**config.mk**
```make
export PLATFORM = sky130hd
export DESIGN_NAME = minilab0_arb
export DESIGN_NICKNAME = d
export VERILOG_FILES = /design/src/rtl/minilab_pkg.sv /design/src/rtl/minilab0_arb_rr_pick2.sv /design/src/rtl/minilab0_arb.sv
export SDC_FILE = /design/constraint.sdc
export NUM_CORES = 1
export LEC_CHECK = 0
export ABC_AREA = 1
export BUFFER_PORTS_ARGS = -buffer_cell sky130_fd_sc_hd__buf_2
export CAP_MARGIN = 20
export CELL_PAD_IN_SITES_DETAIL_PLACEMENT = 1
export CELL_PAD_IN_SITES_GLOBAL_PLACEMENT = 1
export CORE_MARGIN = 1.5
export CORE_UTILIZATION = 29
export DETAILED_ROUTE_END_ITERATION = 16
export PLACE_DENSITY = 0.79
export SETUP_SLACK_MARGIN = 0.15
export SYNTH_ARGS = -nofsm -noshare
export SYNTH_HDL_FRONTEND = slang
export SYNTH_SLANG_ARGS = --single-unit
```
**constraint.sdc**
```tcl
create_clock -name clk -period 1.71 [get_ports clk]
set_clock_uncertainty 0.2 [all_clocks]
set_input_delay 0.342 -clock clk [delete_from_list [all_inputs] [get_ports clk]]
set_output_delay 0.342 -clock clk [all_outputs]
set_load 0.005 [all_outputs]
```
**src/rtl/minilab_pkg.sv**
```systemverilog
// Shared types and width defaults for the minilab lookup arbiter slice.
package minilab_pkg;

    localparam int unsigned ADDR_W_DEF = 8;
    localparam int unsigned DATA_W_DEF = 8;

    typedef enum logic [1:0] {
        ST_IDLE,
        ST_READ,
        ST_WAIT,
        ST_RESP
    } state_t;

    typedef logic req_id_t;

    localparam req_id_t REQ0 = 1'b0;
    localparam req_id_t REQ1 = 1'b1;

endpackage

```
**src/rtl/minilab0_arb_rr_pick2.sv**
```systemverilog
// Two-way round-robin pick: a tie goes to the requester not granted last.
module rr_pick2
    import minilab_pkg::*;
(
    input  logic    i_valid0,
    input  logic    i_valid1,
    input  req_id_t i_last,
    output logic    o_gnt_valid,
    output req_id_t o_gnt_id
);

    always_comb begin
        o_gnt_valid = i_valid0 | i_valid1;
        if (i_valid0 && i_valid1) begin
            o_gnt_id = ~i_last;
        end else if (i_valid1) begin
            o_gnt_id = REQ1;
        end else begin
            o_gnt_id = REQ0;
        end
    end

endmodule

```
**src/rtl/minilab0_arb.sv**
```systemverilog
// Arbitrates two requesters onto one registered lookup table, one
// transaction in flight: IDLE -> READ -> WAIT -> RESP -> IDLE.
module minilab0_arb
    import minilab_pkg::*;
#(
    parameter int unsigned ADDR_W = ADDR_W_DEF,
    parameter int unsigned DATA_W = DATA_W_DEF
) (
    input  logic              clk,
    input  logic              rst_n,
    input  logic              req0_valid,
    input  logic [ADDR_W-1:0] req0_addr,
    output logic              req0_ready,
    input  logic              req1_valid,
    input  logic [ADDR_W-1:0] req1_addr,
    output logic              req1_ready,
    output logic              resp0_valid,
    output logic [DATA_W-1:0] resp0_data,
    input  logic              resp0_ready,
    output logic              resp1_valid,
    output logic [DATA_W-1:0] resp1_data,
    input  logic              resp1_ready,
    output logic              lut_en,
    output logic [ADDR_W-1:0] lut_addr,
    input  logic [DATA_W-1:0] lut_data,
    output logic              busy
);

    state_t            r_state;
    state_t            w_next;
    req_id_t           r_last;
    req_id_t           r_id;
    logic [ADDR_W-1:0] r_addr;
    logic [DATA_W-1:0] r_data;
    logic              w_gnt_valid;
    req_id_t           w_gnt_id;
    logic              w_accept;

    rr_pick2 u_pick (
        .i_valid0    (req0_valid),
        .i_valid1    (req1_valid),
        .i_last      (r_last),
        .o_gnt_valid (w_gnt_valid),
        .o_gnt_id    (w_gnt_id)
    );

    assign busy = (r_state != ST_IDLE);

    always_ff @(posedge clk or negedge rst_n) begin
        if (!rst_n) begin
            r_state <= ST_IDLE;
            r_last  <= REQ1;
            r_id    <= REQ0;
            r_addr  <= '0;
            r_data  <= '0;
        end else begin
            r_state <= w_next;
            if (w_accept) begin
                r_last <= w_gnt_id;
                r_id   <= w_gnt_id;
                r_addr <= (w_gnt_id == REQ1) ? req1_addr : req0_addr;
            end
            if (r_state == ST_WAIT) begin
                r_data <= lut_data;
            end
        end
    end

    always_comb begin
        w_next      = r_state;
        w_accept    = 1'b0;
        req0_ready  = 1'b0;
        req1_ready  = 1'b0;
        resp0_valid = 1'b0;
        resp1_valid = 1'b0;
        resp0_data  = '0;
        resp1_data  = '0;
        lut_en      = 1'b0;
        lut_addr    = '0;
        case (r_state)
            ST_IDLE: begin
                // Ready is combinational from valid, so hold it low while reset is asserted.
                if (rst_n && w_gnt_valid) begin
                    w_accept   = 1'b1;
                    req0_ready = (w_gnt_id == REQ0);
                    req1_ready = (w_gnt_id == REQ1);
                    w_next     = ST_READ;
                end
            end
            ST_READ: begin
                lut_en   = 1'b1;
                lut_addr = r_addr;
                w_next   = ST_WAIT;
            end
            ST_WAIT: begin
                w_next = ST_RESP;
            end
            ST_RESP: begin
                if (r_id == REQ0) begin
                    resp0_valid = 1'b1;
                    resp0_data  = r_data;
                    if (resp0_ready) begin
                        w_next = ST_IDLE;
                    end
                end else begin
                    resp1_valid = 1'b1;
                    resp1_data  = r_data;
                    if (resp1_ready) begin
                        w_next = ST_IDLE;
                    end
                end
            end
            default: begin
                w_next = ST_IDLE;
            end
        endcase
    end

endmodule

```
Word-level counts from Yosys, hierarchy flattened
Cells that the tools add are included.
{"block": "word_totals", "out_inout_bits": 30, "input_bits": 30, "word_cells": 43, "reg_bits": 20}
{"block": "classes", "eq_ne": 6, "muxes": 24, "bitwise_logic": 3, "reduce_logical": 5}
{"cell": "$mux 8", "count": 6}
{"cell": "$mux 1", "count": 13}
{"cell": "$mux 2", "count": 4}
{"cell": "$pmux 2 s4", "count": 1}
{"cell": "$ne 3x3->1 const B", "count": 2}
{"cell": "$eq 2x2->1 const B", "count": 2}
{"cell": "$reduce_and 3->1", "count": 1}
{"cell": "$eq 2x1->1 const B", "count": 1}
{"cell": "$logic_and 1x1->1", "count": 2}
{"cell": "$logic_not 2->1", "count": 1}
{"cell": "$ne 2x2->1 const B", "count": 1}
{"cell": "$not 1->1", "count": 2}
{"cell": "$reduce_bool 2->1", "count": 1}
{"cell": "$or 1x1->1", "count": 1}

Longest topological paths before layout
{"block": "depth", "depth_word": 5, "ltp_mapped": 7, "mapped_depth_nobuf": 7}

Cells and area by module
A second synthesis with hierarchy kept.
{"block": "unflattened", "cells_unflattened": 169, "hier_area_um2": 1209.9}
{"mod": "minilab0_arb", "cells_per_inst": 166, "instances": 1, "seq_area_each_um2": 501.7, "area_per_inst_um2": 1194.9}
{"mod": "rr_pick2", "cells_per_inst": 3, "instances": 1, "seq_area_each_um2": 0.0, "area_per_inst_um2": 15.0}

Worst setup path after synthesis
OpenSTA, ideal clock, no wires.
{"block": "synth_path", "kind": "flip-flop to output port", "startpoint": "reg r_state[0]", "endpoint": "out req1_ready", "stages_incl_launch_ff": 8, "arrival_time_ns": 1.128, "path_buffers": 1, "required_time_ns": 1.168, "path_slack_ns": 0.040, "path_cell_list": "dfrtp_1 inv_1 ha_1 inv_1 nor2_2 clkbuf_8 nand2_4 inv_1"}
{"block": "synth_via", "elab_chain_len": 2}
{"item": "from (decl)", "line": "minilab0_arb.sv:29", "text": "state_t r_state;"}
{"item": "from (signal assigned)", "line": "minilab0_arb.sv:57", "text": "r_state <= w_next;"}
{"item": "$logic_not 2->1", "line": "minilab0_arb.sv:80", "text": "case (r_state)"}
{"item": "$mux 1", "line": "minilab0_arb.sv:80"}
{"item": "to (decl)", "line": "minilab0_arb.sv:16", "text": "output logic req1_ready,"}
Every way passes these cells.

Worst setup path after layout
Same ends and word-level chain as after synthesis.

==> flow_summary.toml <==
[synthesis]
yosys-top-cells-area = "dfrtp_1 41%, nand2_1 25%, inv_1 8.2%"
synth_nets = 202
synth_cells = 167
ys_types = 17
syn-cell-area_um2 = 1150
ys_ff_latch = 20
syn_avg_cell_area_um2 = 6.87
synth_top_area_share_pct = 41.4
yosys.area.top_type = "dfrtp_1"
yosysWarnings = 0
ys_seq_area_share_pct = 43.7

[timing]
report.final.slew_viol_count = 0
rsz0062_at_grt = "yes"
setup_viol = 38
setup_ws_ps = -261
fin_crit_sh_pct = 115
slew_headroom_pct = 82.5
worstMarginPinSlew_ps = 263
period_needed_ps = 1970
hold_viol = 0
clock.fmax_ghz = 0.507

[worst_setup_path]
worst-path-max-fanout = 4
r2r_end = "r_addr[1]"
critPathCaptureType = "primary output"
ff2ff_path_depth = 11
start_kind = "flop"
timing.rr.start = "r_state[0]"
arrival_ps = 1430
critPathKind = "reg2out"
r2r_slack_ps = -60
cp_data_required_time_ps = 1170

[die]
top_level_ports = 60
fp.dieH_um = 65.9
coreArea_um2 = 3740
row_count = 22
die_w_um = 65.9
fp.dieArea_um2 = 4340
start_util_pct = 30.6

[global_route]
grt.met1_usage_pct = 19.6
grt_use_met2_pct = 30.2
antenna_found_initial = 0
gr-usage-all-layers_pct = 16.6
grtUsageMet3_pct = 1.02
grt_pass1_wl_um = 5510
busiest_layer = "met2"
gr-total-overflow = 0
grt_pass1_vias = 1279
grt_max_degree = 21

[power_and_ir_drop]
power.density_nw_per_um2 = 1490
p_total_mw = 2.76
ir_worst_vdd_mv = 0.805
leakage_nw = 1.15

[clock_tree]
cts_buffer_depth = 2
clkLatencyLatePin_ps = 260
cts.sink_count = 20
h-tree-depth = 1
cts_buffers = 3
cts-root-buf = "clkbuf_8"
cts.reportedPaths.clkPinSlew_ps = 80
cts_tree = "done"

[cells_and_area]
multi_input_area_um2 = 614
num_antenna_cells = 0
area_growth_pct = 61.2
fillers = 509
nNetsFinal = 286
area.sequential_um2 = 502
drive_gt1_share_pct = 46.8

[detailed_routing]
vias_per_cell = 4.35
wl_per_cell_um = 12.2
drt-total-wl_um = 3620
ant_nets = 0
via_count = 1297
first_pass_iters = 4
drt_iter0_drc = 31
drc = 0

[flow_run]
maxCapViolations = 0

[placed_design]
place_congestion = 0.768
portBuffers = 59
place_ws_ps = -28.0
dp_hpwl_um = 2380

[worst_hold_path]
hold_path.class = "in2reg"
holdPathEnd = "r_data[4]"
hold_depth = 3
min-delay-start = "lut_data[4]"

[run_status]
status = "finished, violations left"
violations = "negative setup slack"
==> how the worst max path moves through the flow <==
stage | from | to | slack (ps) | cells past startpoint
after floorplan | r_state[0] | req1_ready | 150 | 7
after global routing | r_state[0] | req1_ready | -340 | 8
after global placement | r_state[1] | lut_addr[0] | -40 | 5
after detailed placement | r_state[1] | lut_addr[0] | -30 | 5
final | r_state[0] | req1_ready | -260 | 8
after CTS | r_state[1] | req0_ready | -220 | 7
==> through the flow <==
| step | area [um2] | hold slack [ps] | cells | util [%] | setup TNS [ps] |
|---|---|---|---|---|---|
| after floorplan | 1160 | -154 | 167 | - | 0 |
| after global placement | 1540 | 161 | 277 | 41.2 | -80.4 |
| after detailed placement | 1540 | 161 | 277 | 41.2 | -32.6 |
| after CTS | 1720 | 82.5 | 293 | 46.0 | -5730 |
| after global routing | 1850 | 93.3 | 298 | 49.4 | -7470 |
| final | 1850 | 84.7 | 298 | 49.4 | -4310 |
==> where the power goes <==
group	internal (mW)	switching, mW	total, mW
logic	0.746	0.814	1.56
clock network	0.205	0.162	0.367
registers	0.706	0.126	0.832
==> routing by layer <==
metal | routed length (um) | up-vias
met5 | 0 | -
met4 | 116 | 0
met3 | 63 | 10
met2 | 1980 | 24
met1 | 1460 | 612
li1 | - | 651
==> state kept, by name, summed over array words and instances, names as in the netlist <==
name / flops
r_state: 2
r_addr: 8
r_id: 1
r_last: 1
r_data: 8
==> Yosys cell counts <==
| cell | count |
|---|---|
| nand3_1 | 3 |
| nor2_1 | 18 |
| nand2_4 | 1 |
| buf_2 | 1 |
| clkbuf_1 | 1 |
| or2_2 | 1 |
| nand2_1 | 77 |
| inv_1 | 25 |
| dfrtp_1 | 19 |
| nand2_2 | 1 |
| inv_2 | 2 |
| o21ai_2 | 2 |
| clkbuf_8 | 1 |
| nor2_2 | 1 |
| ha_1 | 5 |
| dfstp_2 | 1 |
| o21ai_0 | 8 |
==> worst max-delay path, stage by stage, from the launching register on <==
cell and delay [ps]:
dfrtp_1 430, inv_2 110, ha_4 150, inv_4 40, nor2_4 110, buf_6 120, nand2_4 40, inv_2 50
buf_2 110
==> area by class of cell <==
type	instances	share of cell area (%)
Multi-Input combinational cell	117	33.2
Sequential cell	20	27.1
Timing Repair Buffer	82	27.8
Inverter	27	5.62
Tap cell	48	3.25
Clock buffer	4	2.98
==> cells by family (layout without fill, tap and decap cells) <==
family                   count (synthesis)  in the layout  synth area share [%]
flip-flops                              20             20                  43.7
AO/OA/AOI/OAI                           10             10                  5.02
buffers and inverters                   30            113                  10.8
adder cells (fa/ha/maj)                  5              5                  5.45
AND/OR/NAND/NOR                        102            102                  35.0
==> layout by cell type, fill, tap and decap left out, drive strengths merged <==
cell,Yosys,routed
nor2,19,19
buf,1,81
o21ai,10,10
dfstp,1,1
or2,1,1
inv,27,27
dlygate4sd3,0,1
dfrtp,19,19
nand3,3,3
nand2,79,79
clkbuf,2,4
ha,5,5
==> timing repair <==
action                     in CTS  in global routing
hold endpoints to repair       19                  0
pin swaps                       4                  4
setup buffers                  10                  5
gates resized for setup        11                 25
setup endpoints to repair      32                 41
cloned                          1                  0
hold buffers                    1                  0
Note: power is estimated with default switching activity, not from simulation.
